===== config.mk =====
export PLATFORM = sky130hd
export DESIGN_NAME = main_ctrl_fsm_flat
export DESIGN_NICKNAME = d
export VERILOG_FILES = /design/src/rtl/main_ctrl_fsm_if.sv /design/src/rtl/main_ctrl_fsm.sv /design/src/flat_wrapper.sv
export SDC_FILE = /design/constraint.sdc
export NUM_CORES = 1
export LEC_CHECK = 0
export ABC_AREA = 1
export CORE_ASPECT_RATIO = 0.8
export CORE_MARGIN = 2
export CORE_UTILIZATION = 41
export DETAILED_ROUTE_END_ITERATION = 16
export GPL_ROUTABILITY_DRIVEN = 1
export PLACE_DENSITY = 0.75
export SLEW_MARGIN = 30
export SYNTH_ARGS = -nofsm -noshare
export SYNTH_HDL_FRONTEND = slang
export SYNTH_SLANG_ARGS = --single-unit

===== constraint.sdc =====
create_clock -name clk -period 1.6 [get_ports clk]
set_input_delay 0.32 -clock clk [delete_from_list [all_inputs] [get_ports clk]]
set_output_delay 0.32 -clock clk [all_outputs]
set_load 0.02 [all_outputs]

===== src/rtl/main_ctrl_fsm_if.sv =====
// Control bundle between the multicycle main controller and the datapath/condition logic.
// The controller takes the IR opcode fields and drives the mux selects and write requests.
interface main_ctrl_fsm_if;
    logic [1:0] Op;
    logic [5:0] Funct;
    logic       IRWrite;
    logic       AdrSrc;
    logic       ALUSrcA;
    logic [1:0] ALUSrcB;
    logic [1:0] ResultSrc;
    logic       ALUOp;
    logic       NextPC;
    logic       RegW;
    logic       MemW;
    logic       Branch;
    logic       Illegal;
    logic [3:0] State;

    modport master (
        input  Op, Funct,
        output IRWrite, AdrSrc, ALUSrcA, ALUSrcB, ResultSrc, ALUOp,
               NextPC, RegW, MemW, Branch, Illegal, State
    );

    modport slave (
        output Op, Funct,
        input  IRWrite, AdrSrc, ALUSrcA, ALUSrcB, ResultSrc, ALUOp,
               NextPC, RegW, MemW, Branch, Illegal, State
    );
endinterface


===== src/rtl/main_ctrl_fsm.sv =====
// Moore main controller for the multicycle ARM-subset core: sequences fetch, decode,
// memory, data-processing and branch steps with every output registered from the next state.
module main_ctrl_fsm #(
    parameter bit HALT_ON_UNKNOWN = 1'b1
) (
    input  logic          clk,
    input  logic          reset,
    main_ctrl_fsm_if.master bus
);

    typedef enum logic [3:0] {
        FETCH    = 4'd0,
        DECODE   = 4'd1,
        MEMADR   = 4'd2,
        MEMREAD  = 4'd3,
        MEMWB    = 4'd4,
        MEMWRITE = 4'd5,
        EXECUTER = 4'd6,
        EXECUTEI = 4'd7,
        ALUWB    = 4'd8,
        BRANCH   = 4'd9,
        UNKNOWN  = 4'd10
    } state_t;

    typedef struct packed {
        logic       IRWrite;
        logic       AdrSrc;
        logic       ALUSrcA;
        logic [1:0] ALUSrcB;
        logic [1:0] ResultSrc;
        logic       ALUOp;
        logic       NextPC;
        logic       RegW;
        logic       MemW;
        logic       Branch;
        logic       Illegal;
    } ctrl_t;

    state_t state;
    ctrl_t  ctrl;

    // Only Funct[5] (immediate) and Funct[0] (load) steer the sequence.
    logic funct_unused;
    assign funct_unused = ^bus.Funct[4:1];

    function automatic state_t next_state(input state_t s, input logic [1:0] op,
                                          input logic imm, input logic load);
        state_t n;
        n = FETCH;
        case (s)
            FETCH:    n = DECODE;
            DECODE: begin
                case (op)
                    2'b00:   n = imm ? EXECUTEI : EXECUTER;
                    2'b01:   n = MEMADR;
                    2'b10:   n = BRANCH;
                    default: n = UNKNOWN;
                endcase
            end
            MEMADR:   n = load ? MEMREAD : MEMWRITE;
            MEMREAD:  n = MEMWB;
            MEMWB:    n = FETCH;
            MEMWRITE: n = FETCH;
            EXECUTER: n = ALUWB;
            EXECUTEI: n = ALUWB;
            ALUWB:    n = FETCH;
            BRANCH:   n = FETCH;
            // UNKNOWN and the unused codes 11-15 share the same exit policy.
            default:  n = HALT_ON_UNKNOWN ? UNKNOWN : FETCH;
        endcase
        return n;
    endfunction

    function automatic ctrl_t decode(input state_t s);
        ctrl_t c;
        c = '0;
        case (s)
            FETCH: begin
                c.ALUSrcA   = 1'b1;
                c.ALUSrcB   = 2'b10;
                c.ResultSrc = 2'b10;
                c.IRWrite   = 1'b1;
                c.NextPC    = 1'b1;
            end
            DECODE: begin
                c.ALUSrcA   = 1'b1;
                c.ALUSrcB   = 2'b10;
                c.ResultSrc = 2'b10;
            end
            MEMADR: begin
                c.ALUSrcB   = 2'b01;
            end
            MEMREAD: begin
                c.AdrSrc    = 1'b1;
            end
            MEMWB: begin
                c.ResultSrc = 2'b01;
                c.RegW      = 1'b1;
            end
            MEMWRITE: begin
                c.AdrSrc    = 1'b1;
                c.MemW      = 1'b1;
            end
            EXECUTER: begin
                c.ALUOp     = 1'b1;
            end
            EXECUTEI: begin
                c.ALUSrcB   = 2'b01;
                c.ALUOp     = 1'b1;
            end
            ALUWB: begin
                c.RegW      = 1'b1;
            end
            BRANCH: begin
                c.ALUSrcB   = 2'b01;
                c.ResultSrc = 2'b10;
                c.Branch    = 1'b1;
            end
            default: begin
                c.Illegal   = 1'b1;
            end
        endcase
        return c;
    endfunction

    // Outputs are registered from the next state so they always match the state register
    // without any combinational path from Op/Funct.
    always_ff @(posedge clk or negedge reset) begin
        if (!reset) begin
            state <= FETCH;
            ctrl  <= decode(FETCH);
        end else begin
            state <= next_state(state, bus.Op, bus.Funct[5], bus.Funct[0]);
            ctrl  <= decode(next_state(state, bus.Op, bus.Funct[5], bus.Funct[0]));
        end
    end

    assign bus.IRWrite   = ctrl.IRWrite;
    assign bus.AdrSrc    = ctrl.AdrSrc;
    assign bus.ALUSrcA   = ctrl.ALUSrcA;
    assign bus.ALUSrcB   = ctrl.ALUSrcB;
    assign bus.ResultSrc = ctrl.ResultSrc;
    assign bus.ALUOp     = ctrl.ALUOp;
    assign bus.NextPC    = ctrl.NextPC;
    assign bus.RegW      = ctrl.RegW;
    assign bus.MemW      = ctrl.MemW;
    assign bus.Branch    = ctrl.Branch;
    assign bus.Illegal   = ctrl.Illegal;
    assign bus.State     = state;

endmodule


===== src/flat_wrapper.sv =====
// flat-port wrapper written by rule: the top's interface ports become plain ports
module main_ctrl_fsm_flat 
#(
    parameter bit HALT_ON_UNKNOWN = 1'b1
)
  (clk, reset, bus_Op, bus_Funct, bus_IRWrite, bus_AdrSrc, bus_ALUSrcA, bus_ALUSrcB, bus_ResultSrc, bus_ALUOp, bus_NextPC, bus_RegW, bus_MemW, bus_Branch, bus_Illegal, bus_State);
  main_ctrl_fsm_if bus_i ();
  input  logic clk;
  input  logic reset;
  input wire logic [$bits(bus_i.Op)-1:0] bus_Op;
  input wire logic [$bits(bus_i.Funct)-1:0] bus_Funct;
  output wire logic [$bits(bus_i.IRWrite)-1:0] bus_IRWrite;
  output wire logic [$bits(bus_i.AdrSrc)-1:0] bus_AdrSrc;
  output wire logic [$bits(bus_i.ALUSrcA)-1:0] bus_ALUSrcA;
  output wire logic [$bits(bus_i.ALUSrcB)-1:0] bus_ALUSrcB;
  output wire logic [$bits(bus_i.ResultSrc)-1:0] bus_ResultSrc;
  output wire logic [$bits(bus_i.ALUOp)-1:0] bus_ALUOp;
  output wire logic [$bits(bus_i.NextPC)-1:0] bus_NextPC;
  output wire logic [$bits(bus_i.RegW)-1:0] bus_RegW;
  output wire logic [$bits(bus_i.MemW)-1:0] bus_MemW;
  output wire logic [$bits(bus_i.Branch)-1:0] bus_Branch;
  output wire logic [$bits(bus_i.Illegal)-1:0] bus_Illegal;
  output wire logic [$bits(bus_i.State)-1:0] bus_State;
  assign bus_i.Op = bus_Op;
  assign bus_i.Funct = bus_Funct;
  assign bus_IRWrite = bus_i.IRWrite;
  assign bus_AdrSrc = bus_i.AdrSrc;
  assign bus_ALUSrcA = bus_i.ALUSrcA;
  assign bus_ALUSrcB = bus_i.ALUSrcB;
  assign bus_ResultSrc = bus_i.ResultSrc;
  assign bus_ALUOp = bus_i.ALUOp;
  assign bus_NextPC = bus_i.NextPC;
  assign bus_RegW = bus_i.RegW;
  assign bus_MemW = bus_i.MemW;
  assign bus_Branch = bus_i.Branch;
  assign bus_Illegal = bus_i.Illegal;
  assign bus_State = bus_i.State;
  main_ctrl_fsm #(.HALT_ON_UNKNOWN(HALT_ON_UNKNOWN)) u_core (.clk(clk), .reset(reset), .bus(bus_i));
endmodule

# ---- Yosys cells after proc, flatten, opt, wreduce, memory -nomap -nowiden
# Cells that the tools add are included.
dict set report word_totals {
  ff_bits 16
  in_bits 10
}
dict set report op_classes {
  n_mux 14
  n_eq_ne 20
  n_reduce_logical 12
}
# operator n
set ops {}
lappend ops {{4-bit by 3-bit equality test with 1-bit output (second input constant)} 8}
lappend ops {{4-bit one-hot mux with 6 select lines} 1}
lappend ops {{4-bit by 2-bit equality test with 1-bit output (second input constant)} 4}
lappend ops {{4-bit equality test (second input constant)} 4}
lappend ops {{4-bit one-hot mux with 3 select lines} 1}
lappend ops {{10-bit OR reduction} 1}
lappend ops {{2-bit OR reduction} 5}
lappend ops {{1-bit 2-to-1 mux} 9}
lappend ops {{4-bit by 1-bit equality test with 1-bit output (second input constant)} 2}
lappend ops {{4-bit zero test} 2}
lappend ops {{2-bit one-hot mux with 2 select lines} 2}
lappend ops {{3-bit OR reduction} 2}
lappend ops {{4-bit OR reduction} 1}
lappend ops {{3-bit 2-to-1 mux} 1}
lappend ops {{2-bit by 1-bit equality test with 1-bit output (second input constant)} 1}
lappend ops {{2-bit equality test (second input constant)} 1}
lappend ops {{2-bit zero test} 1}

# ---- Logic depth before layout (Yosys ltp)
# Gate-level depths: netlist of the first run.
dict set report logic_depth {
  depth_word 6
  depth_mapped 9
}

# ---- Worst setup path after synthesis of the first run
# Ideal clock, no wire load.
dict set report synth_path {
  kind {flip-flop to flip-flop}
  startpoint {register u_core.state[1], in the netlist u_core.bus.State[1]}
  endpoint {register u_core.ctrl (netlist bit u_core.bus.RegW)}
  path_buffers 1
  synth_period_minus_slack_ns 1.247
  slack_ns 0.353
  arrival_ns 1.129
  path_stages_with_launch 10
  cell_sequence {dfrtp_1 buf_6 clkinv_2 nand2_1 nor2_2 nand2_2 nand2_1 nor2_4 nand2_1 nor2_1}
}
dict set report synth_via {
  elab_chain_len 6
  word_cells_on_any_way 17
  classes_between {11 x eq/ne; 2 x mux; 4 x reduce/logical}
}
# item line
set synth_lines {}
lappend synth_lines {{from (decl)} main_ctrl_fsm.sv:39} ;# state_t state;
lappend synth_lines {{from (signal assigned)} main_ctrl_fsm.sv:133} ;# state <= next_state(state, bus.Op, bus.Funct[5], bus.Funct[0]);
lappend synth_lines {{4-bit by 3-bit equality test with 1-bit output or 4-bit equality test (tied branches)} main_ctrl_fsm.sv:50} ;# case (s)
lappend synth_lines {{4-bit OR reduction (no line) or 2-bit OR reduction (tied branches)} -}
lappend synth_lines {{4-bit one-hot mux with 6 select lines *} main_ctrl_fsm.sv:50}
lappend synth_lines {{4-bit by 3-bit equality test with 1-bit output or 4-bit equality test (tied branches)} main_ctrl_fsm.sv:77} ;# case (s)
lappend synth_lines {{2-bit OR reduction (no line) *} -}
lappend synth_lines {{1-bit 2-to-1 mux *} main_ctrl_fsm.sv:77}
lappend synth_lines {{to (signal assigned)} main_ctrl_fsm.sv:131} ;# ctrl <= decode(FETCH);
lappend synth_lines {{to (signal assigned)} main_ctrl_fsm.sv:134} ;# ctrl <= decode(next_state(state, bus.Op, bus.Funct[5], bus.Funct[0]));
lappend synth_lines {{to (decl)} main_ctrl_fsm.sv:40} ;# ctrl_t ctrl;
# Mark *: on every way between the ends. The rest lies on a longest branch, timed or not.

# ---- Final worst setup path of the first run
dict set report layout_path {
  startpoint {register u_core.ctrl (netlist bit u_core.bus.ALUOp)}
  endpoint {output port bus_ALUOp}
}
# item line
set layout_rtl {}
lappend layout_rtl {{to (decl)} flat_wrapper.sv:17} ;# output wire logic [$bits(bus_i.ALUOp)-1:0] bus_ALUOp;
# No word-level cell between the ends.

==> out/results.ini, run 1 <==
[outcome]
outcome = finished clean

[sta]
whs_ns = 0.339
min_period_over_period_pct = 95.7
fmax_mhz = 653
max_slew.worst_pin.slew_ns = 0.430
rsz0062_at_grt = false
tns_ns = 0
clock_skew_ns = 0.00190
slew_violations = 0
setup_violations = 0
finalCriticalPeriod_ns = 1.53
final_hold_viol_count = 0
relSlewSlack_pct = 71.2

[final_layout]
final_cell_mix = clkdlybuf4s50_1 (13), dfrtp_1 (12), nand2_1 (10), nor2_1 (9), inv_1 (8)
diodes = 0
finalNonFillerCells = 126
final_common_cell = clkdlybuf4s50_1
post-route-util_pct = 62.2
syn_to_final_growth_pct = 40.6
nets = 115
layout-drive-gt1-share_pct = 30.8
design_area_um2 = 1020
nFillCells = 146

[clocking]
clk_latency_ns = 0.28
clockBufferDepth = 2
cts_tree = yes
cts-root-buf = clkbuf_4
htreeDepth = 1
cts_sinks = 16
path_clk_slew_ns = 0.08
post_cts_buffers = 0
cts_buffers = 3

[placed_design]
port_buffers = 22
gp_congestion = 0.780
dp_hpwl_um = 1070
postPlaceCellArea_um2 = 986
dp.cells = 122

[die]
num_io_pins = 27
initial_utilization_pct = 44.2
die_area_um2 = 2130
num_rows = 13
coreArea_um2 = 1640
die_h_um = 41.7
dieWidth_um = 51.1

[worst_setup_path]
ff2ff_path_depth = 7
cp_top_family = buffers and inverters
path_buf_inv = 1
path_class = flip-flop to primary output
cp.arrival_ns = 1.21
cp.required_ns = 1.28
slowest_stage = clkdlybuf4s50_1
worstSetupStartpointType = flip-flop
reg2reg_slack_ns = 0.34
critPathMaxFanout = 1
end_kind = primary output
r2r_start = u_core.bus.State[2]
cpPeakStageDelay_ns = 0.59
r2r-end = u_core.bus.RegW
cp_cell_sequence = clkdlybuf4s50_1

[yosys]
synthAdderAreaFrac_pct = 0
ys_ff_latch = 16
async_flop_share_pct = 100
syn_inst = 76
synth_top_family_by_area = simple AND/OR/NAND/NOR gates
synth_sequential_area_ratio_pct = 55.8
yosysWarnings = 0
synth_area_um2 = 727
syn_avg_cell_area_um2 = 9.57
yosys-mux-area-fraction_pct = 0
synth-compound-area-share_pct = 3.27
synth_nets = 86
synth_simple_gate_area_share_pct = 32.0
yosysUniqueCellTypes = 23
synth_xor_area_share_pct = 0
synth_edf_count = 0
synthFlopType = dfrtp_1

[worst_hold_path]
hold_class = input port to asynchronous set/reset pin

[route]
wl_met1_um = 576
drt-initial-drc-count = 3
highest_layer = met4
wl_met3_um = 73
vias_per_cell = 4.41
vias = 556
routed_wl_um = 1290
wl_per_cell_um = 10.3
first_pass_iters = 2
ant_nets = 0
wl_met2_um = 625
drc_errors = 0

[flow_run]
cap_violations = 0

[global_route]
grt-ovfl-total = 0
grt_max_degree = 11
grt_pass1_vias = 548
grt_pass1_wl_um = 2260
grt_usage_pct = 14.4
antenna_found_initial = 0

[power]
irDropWorstVdd_uv = 1320
leakage_nw = 0.550
power.density_nw_per_um2 = 2100

-- cell usage after synthesis, types with 2 or more instances --
cell	number	area (µm²)
dfrtp_1	12	300
nor2_1	9	33.8
nand3_1	2	10.0
inv_1	8	30.0
nor3_1	2	10.0
nor2_4	2	22.5
nor2_2	6	37.5
dfstp_2	4	105
nand2_1	10	37.5
inv_2	3	11.3
nand2_2	5	31.3
nand3_2	2	20.0
-- worst max path at each step --
stage                             start                       to  slack [ns]  depth (start not counted)
finish                 u_core.bus.ALUOp                bus_ALUOp        0.07                          1
global route            u_core.bus.MemW                 bus_MemW        0.02                          1
CTS                 u_core.bus.State[2]             bus_State[2]        0.03                          1
detailed placement            bus_Op[1]  u_core.bus.ResultSrc[1]        0.13                          7
global placement              bus_Op[1]    u_core.bus.ALUSrcB[0]        0.11                          6
floorplan           u_core.bus.State[1]          u_core.bus.RegW        0.35                          9
-- per-layer routing --
layer,vias to the layer above,track usage (%)
li1,290,-
met1,252,18.5
met2,12,23.1
met3,2,4.32
met4,0,4.86
met5,-,0
-- layout make-up --
type | count | area, µm² | share of cell area, %
Timing Repair Buffer | 26 | 250 | 24.5
Tap cell | 22 | 27.5 | 2.69
Inverter | 12 | 46.3 | 4.53
Clock buffer | 4 | 36.3 | 3.55
Multi-Input combinational cell | 46 | 256 | 25.1
Sequential cell | 16 | 405 | 39.7
-- flip-flops by register name, summed over array words and instances (netlist names) --
signal,flops
u_core.bus.ALUOp,1
u_core.bus.IRWrite,1
u_core.bus.RegW,1
u_core.bus.ALUSrcB,2
u_core.bus.Branch,1
u_core.bus.State,4
u_core.bus.ResultSrc,2
u_core.bus.ALUSrcA,1
u_core.bus.MemW,1
u_core.bus.Illegal,1
u_core.bus.AdrSrc,1
-- report_power, final --
part | internal, W | total (W) | switching [W]
logic | 0.000479 | 0.00125 | 0.000766
registers | 0.000596 | 0.000646 | 0.0000500
clock network | 0.000138 | 0.000251 | 0.000113
total | 0.00121 | 0.00214 | 0.000929
-- stage by stage --
stage / setup WS, ns / power, W
CTS: 0.0281 / 0.00218
floorplan: 0.353 / 0.00150
global placement: 0.108 / 0.00195
detailed placement: 0.125 / 0.00197
finish: 0.0694 / 0.00214
global route: 0.0158 / 0.00232
-- cell families after synthesis --
kind of cell,Yosys count
flops,16
simple gates,42
buf+inv,14
compound gates,4
-- what timing repair did --
item                                    4_1_cts  5_1_grt
hold buffers                                  0        0
pin swaps                                     0        0
endpoints found under the setup margin        6        3
gates resized for setup                       6        3
Power figures use the tool's default switching activity.
==> inputs of run 2 (changes only) <==
Settings changed: MAX_ROUTING_LAYER set to met4.
Clock period 1.6 ns to 1.9 ns, I/O delays scaled along.
==> run 2 against run 1 <==
  * Via count increased by 2.9%
  * Register-to-register slack improved by 0.29 ns
  * Global-route usage increased by 1.7 points
  * Sequential cell count unchanged
  * Sequential share of layout area increased by 0.59 points
  * First-iteration DRC count increased to 3.3 times the previous value
  * Count of clock-buffer cells in the layout unchanged
  * Final cell count decreased by 1.6%
  * Hold slack improved by 0.027 ns
==> out/results.ini, run 2 (synthesis gave the netlist of run 1 again) <==
[outcome]
outcome = finished clean

[placed_design]
dp.cells = 120  ; -1.6%
gp_congestion = 0.800  ; +2.6%
dp_hpwl_um = 1130  ; +5.6%
port_buffers = 22  ; unchanged
pre_cts_ws_ns = 0.312  ; +0.187 ns

[worst_setup_path]
path_class = flip-flop to primary output
cpPeakStageDelay_ns = 0.60  ; about the same
critPathMaxFanout = 2  ; +1
cp_top_family = buffers and inverters
cp.arrival_ns = 1.42  ; +0.21 ns
r2r_start = u_core.bus.State[1]
end_kind = primary output
cp.required_ns = 1.52  ; +0.24 ns
cp.depth = 1  ; unchanged
cp-startpoint = u_core.bus.IRWrite
path_buf_inv = 1  ; unchanged
worstSetupStartpointType = flip-flop
cp_cell_sequence = clkdlybuf4s50_1
reg2reg_slack_ns = 0.63  ; +0.29 ns
cp-endpoint = bus_NextPC
slowest_stage = clkdlybuf4s50_1
r2r-end = u_core.bus.ALUSrcB[0]
ff2ff_path_depth = 8  ; +1

[global_route]
antenna_found_initial = 0  ; unchanged
grt_usage_pct = 16.2  ; +1.7 points
grt_max_degree = 10  ; -1
grt_pass1_vias = 556  ; +1.5%
grt_pass1_wl_um = 2470  ; +9.1%
grt-ovfl-total = 0  ; unchanged

[final_layout]
final_cell_mix = clkdlybuf4s50_1 (22), dfrtp_1 (12), nand2_1 (10), nor2_1 (9), inv_1 (8)
largest_reg_flops = 4  ; unchanged
finalNonFillerCells = 124  ; -1.6%
layout-drive-gt1-share_pct = 29.4  ; -1.4 points
final_common_cell = clkdlybuf4s50_1
nets = 113  ; -1.7%
syn_to_final_growth_pct = 38.6
diodes = 0  ; unchanged

[sta]
clock_skew_ns = 0.00823  ; +0.00633 ns
setup_slack_ns = 0.102  ; +0.0328 ns
slew_violations = 0  ; unchanged
fmax_mhz = 556
whs_ns = 0.366  ; +0.0267 ns
setup_violations = 0  ; unchanged
finalCriticalPeriod_ns = 1.80
final_hold_viol_count = 0  ; unchanged
relSlewSlack_pct = 75.4  ; +4.2 points
tns_ns = 0  ; unchanged
rsz0062_at_grt = false
min_period_over_period_pct = 94.6
max_slew.worst_pin.slew_ns = 0.368  ; -0.0627 ns

[power]
power_frac_clock_pct = 11.8  ; about the same
p_sw_share_pct = 43.6  ; +0.24 points
power.density_nw_per_um2 = 1830  ; -13%
seqPwrFrac_pct = 31.4  ; +1.2 points
p_sw_w = 0.000803  ; -14%
irDropWorstVdd_uv = 1100  ; -17%
leakage_nw = 0.486  ; -12%
p_int_w = 0.00104  ; -14%
power_frac_comb_pct = 56.8  ; -1.3 points

[clocking]
cts_sinks = 16  ; unchanged
cts_resized = 0  ; -6
clockBufferDepth = 2  ; unchanged
cts_tree = yes
path_clk_slew_ns = 0.09  ; about the same
clk_latency_ns = 0.28  ; about the same
htreeDepth = 1  ; unchanged
post_cts_buffers = 0  ; unchanged
ctsHoldBuffers = 0  ; unchanged
cts_buffers = 3  ; unchanged
cts-root-buf = clkbuf_4

[die]
initial_utilization_pct = 44.2  ; unchanged
die_area_um2 = 2130  ; unchanged
num_rows = 13  ; unchanged
die_h_um = 41.7  ; unchanged
num_io_pins = 27  ; unchanged
dieWidth_um = 51.1  ; unchanged
coreArea_um2 = 1640  ; unchanged

[route]
first_pass_iters = 4  ; +2
drt-initial-drc-count = 10  ; +7
routed_wl_um = 1430  ; +11%
wl_per_cell_um = 11.6  ; +13%
vias = 572  ; +2.9%
vias_per_cell = 4.61  ; +4.5%
highest_layer = met4
drc_errors = 0  ; unchanged
wl_met3_um = 51  ; -30%
ant_nets = 0  ; unchanged
wl_met2_um = 742  ; +19%
wl_met1_um = 623  ; +8.2%

[worst_hold_path]
hold_class = input port to asynchronous set/reset pin

[flow_run]
cap_violations = 0  ; unchanged

-- run 2: changes by cell type in the layout (fill, tap and decap cells not counted), sizes merged --
cell and change:
clkdlybuf4s50 +9, buf -2, dlymetal6s2s -3, dlygate4sd2 -6
-- run 2: layout make-up --
| cell class | instances | area (µm²) |
|---|---|---|
| well taps | 22 | 27.5 |
| repair buffers | 24 | 235 |
| multi-input cells | 46 | 256 |
| flip-flops and latches | 16 | 405 |
| fillers | 148 | 636 |
| clock buffers | 4 | 36.3 |
| inverters | 12 | 46.3 |
-- run 2: stage by stage --
| step | power, W | area (µm²) | util (%) |
|---|---|---|---|
| CTS | 0.00186 | 1010 | 61.3 |
| global placement | 0.00161 | 971 | 59.1 |
| global route | 0.00198 | 1010 | 61.3 |
| floorplan | 0.00127 | 727 | - |
| detailed placement | 0.00164 | 971 | 59.1 |
| finish | 0.00184 | 1010 | 61.3 |
-- run 2: power groups by stage --
stage | clock network, W | logic (W) | registers [W]
finish | 0.000217 | 0.00105 | 0.000579
global route | 0.000246 | 0.00114 | 0.000594
CTS | 0.000223 | 0.00106 | 0.000581
detailed placement | 0 | 0.00105 | 0.000587
global placement | 0 | 0.00103 | 0.000583
floorplan | 0 | 0.000516 | 0.000751
-- run 2: worst min path at each step --
| stage | start | to | cells past startpoint |
|---|---|---|---|
| after global placement | u_core.bus.State[0] | u_core.bus.AdrSrc | 1 |
| after global routing | reset | u_core.bus.MemW | 1 |
| after detailed placement | u_core.bus.State[0] | u_core.bus.AdrSrc | 1 |
| after CTS | reset | u_core.bus.MemW | 1 |
| final | reset | u_core.bus.MemW | 1 |
| after floorplan | reset | u_core.bus.ALUOp | 0 |
-- run 2: layer usage --
metal | track usage, % | vias to the layer above
met3 | 2.16 | 2
met4 | 8.11 | 0
li1 | - | 293
met5 | - | -
met2 | 26.2 | 13
met1 | 19.7 | 264
==> inputs of run 3 (changes only) <==
Settings changed: CORE_ASPECT_RATIO 0.8 to unset.
==> run 3 against run 2 <==
  * Final cell count is 4.0% lower
  * Critical path depth stayed put
  * Count of clock-buffer cells in the layout unchanged
  * Global-route usage is 0.13 points lower
  * Register-to-register slack about the same
  * Highest routed layer unchanged
  * Fmax decreased by 0.96%
  * Die area about the same
  * First-iteration DRC count shrank 10%
  * Combinational power about the same
  * Total power shrank 0.47%
==> out/results.ini, run 3 (synthesis gave the netlist of run 1 again) <==
[outcome]
outcome = finished clean

[final_layout]
diodes = 0  ; unchanged
final_cell_mix = clkdlybuf4s50_1 (22), dfrtp_1 (12), nand2_1 (10), nor2_1 (9), inv_1 (8)
final_common_cell = clkdlybuf4s50_1
layout-drive-gt1-share_pct = 29.4  ; unchanged
largest_reg_flops = 4  ; unchanged
nets = 113  ; unchanged
syn_to_final_growth_pct = 37.7
nFillCells = 150  ; +1.4%
design_area_um2 = 1000  ; -0.62%

[worst_setup_path]
ff2ff_path_depth = 6  ; -2
slowest_stage = clkdlybuf4s50_1
cpPeakStageDelay_ns = 0.66  ; +0.06 ns
path_buf_inv = 1  ; unchanged
cp_cell_sequence = clkdlybuf4s50_1
cp.arrival_ns = 1.44  ; +0.02 ns
worstSetupStartpointType = flip-flop
cp.required_ns = 1.52  ; about the same
critPathMaxFanout = 7  ; +5
cp.depth = 1  ; unchanged
cp_top_family = buffers and inverters
end_kind = primary output
path_class = flip-flop to primary output

[placed_design]
postPlaceCellArea_um2 = 965  ; -0.64%
port_buffers = 22  ; unchanged
gp_congestion = 0.771  ; -3.6%
dp_hpwl_um = 985  ; -13%

[die]
num_io_pins = 27  ; unchanged
initial_utilization_pct = 43.0  ; -1.2 points
num_rows = 15  ; +2
die_area_um2 = 2130  ; about the same
die_h_um = 46.1  ; +11%
dieWidth_um = 46.1  ; -9.7%
coreArea_um2 = 1690  ; +2.8%

[route]
ant_nets = 0  ; unchanged
wl_per_cell_um = 11.0  ; -4.5%
routed_wl_um = 1310  ; -8.4%
drt-initial-drc-count = 9  ; -1
drc_errors = 0  ; unchanged
vias = 551  ; -3.7%
vias_per_cell = 4.63  ; +0.38%
first_pass_iters = 4  ; unchanged

[global_route]
grt_pass1_vias = 540  ; -2.9%
grt-ovfl-total = 0  ; unchanged
grt_max_degree = 17  ; +7
grt_pass1_wl_um = 2280  ; -7.6%
antenna_found_initial = 0  ; unchanged
grt_usage_pct = 16.0  ; -0.13 points

[clocking]
clockBufferDepth = 2  ; unchanged
clk_latency_ns = 0.29  ; about the same
post_cts_buffers = 0  ; unchanged
ctsHoldBuffers = 0  ; unchanged
cts-root-buf = clkbuf_4
cts_sinks = 16  ; unchanged
cts_resized = 0  ; unchanged
cts_tree = yes
path_clk_slew_ns = 0.09  ; about the same
htreeDepth = 1  ; unchanged
cts_buffers = 3  ; unchanged

[flow_run]
cap_violations = 0  ; unchanged

[sta]
clock_skew_ns = 0.00771  ; -0.000525 ns
relSlewSlack_pct = 83.3  ; +7.9 points
slew_violations = 0  ; unchanged
setup_violations = 0  ; unchanged
rsz0062_at_grt = false
min_period_over_period_pct = 95.5  ; +0.92 points
fmax_mhz = 551  ; -0.96%
finalCriticalPeriod_ns = 1.82  ; +0.0175 ns
tns_ns = 0  ; unchanged
final_hold_viol_count = 0  ; unchanged
max_slew.worst_pin.slew_ns = 0.250  ; -0.117 ns

[power]
power.density_nw_per_um2 = 1830  ; +0.15%
leakage_nw = 0.486  ; unchanged
irDropWorstVdd_uv = 865  ; -21%
total_power_w = 0.00183  ; -0.47%

[worst_hold_path]
hold_class = input port to asynchronous set/reset pin

run 3: per-stage QoR:
| step | utilization (%) | hold WS [ns] | cells | worst slack [ns] |
|---|---|---|---|---|
| 4_1_cts | 59.3 | 0.396 | 119 | 0.0672 |
| 2_1_floorplan | - | 0.0844 | 76 | 0.653 |
| 6_report | 59.3 | 0.398 | 119 | 0.0847 |
| 5_1_grt | 59.3 | 0.400 | 119 | 0.00228 |
| 3_5_place_dp | 57.1 | 0.592 | 115 | 0.342 |
| 3_3_place_gp | 57.1 | 0.586 | 115 | 0.375 |
run 3: layout make-up:
type                            count  area, µm²  area share (%)
Sequential cell                    16        405            40.5
Multi-Input combinational cell     46        256            25.6
Timing Repair Buffer               24        235            23.5
Inverter                           12       46.3            4.63
Clock buffer                        4       36.3            3.62
Tap cell                           17       21.3            2.13
run 3: path summary, 6_finish.rpt:
check / start / endpoint / slack, ns
max: u_core.bus.State[0] / bus_State[0] / 0.08
min: reset / u_core.bus.ALUOp / 0.40
max reg2reg: u_core.bus.State[2] / u_core.bus.RegW / 0.62
min reg2reg: u_core.bus.State[0] / u_core.bus.AdrSrc / 0.61
max in group asynchronous: reset / u_core.bus.ResultSrc[1] / 1.25
min in group clk: u_core.bus.State[0] / u_core.bus.AdrSrc / 0.61
run 3: routing by layer:
layer / vias to the layer above / global-route usage (%) / wire, µm
li1: 291 / - / -
met1: 238 / 19.7 / 600
met2: 19 / 24.4 / 614
met3: 3 / 3.53 / 72
met4: 0 / 8.57 / 26
met5: - / - / 0
run 3: power breakdown:
part	internal (W)	leakage, nW	total [W]	switching, W
logic	0.000420	0.263	0.00103	0.000612
clock network	0.000117	0.0210	0.000222	0.000106
registers	0.000502	0.202	0.000579	0.0000769
total	0.00104	0.486	0.00183	0.000794
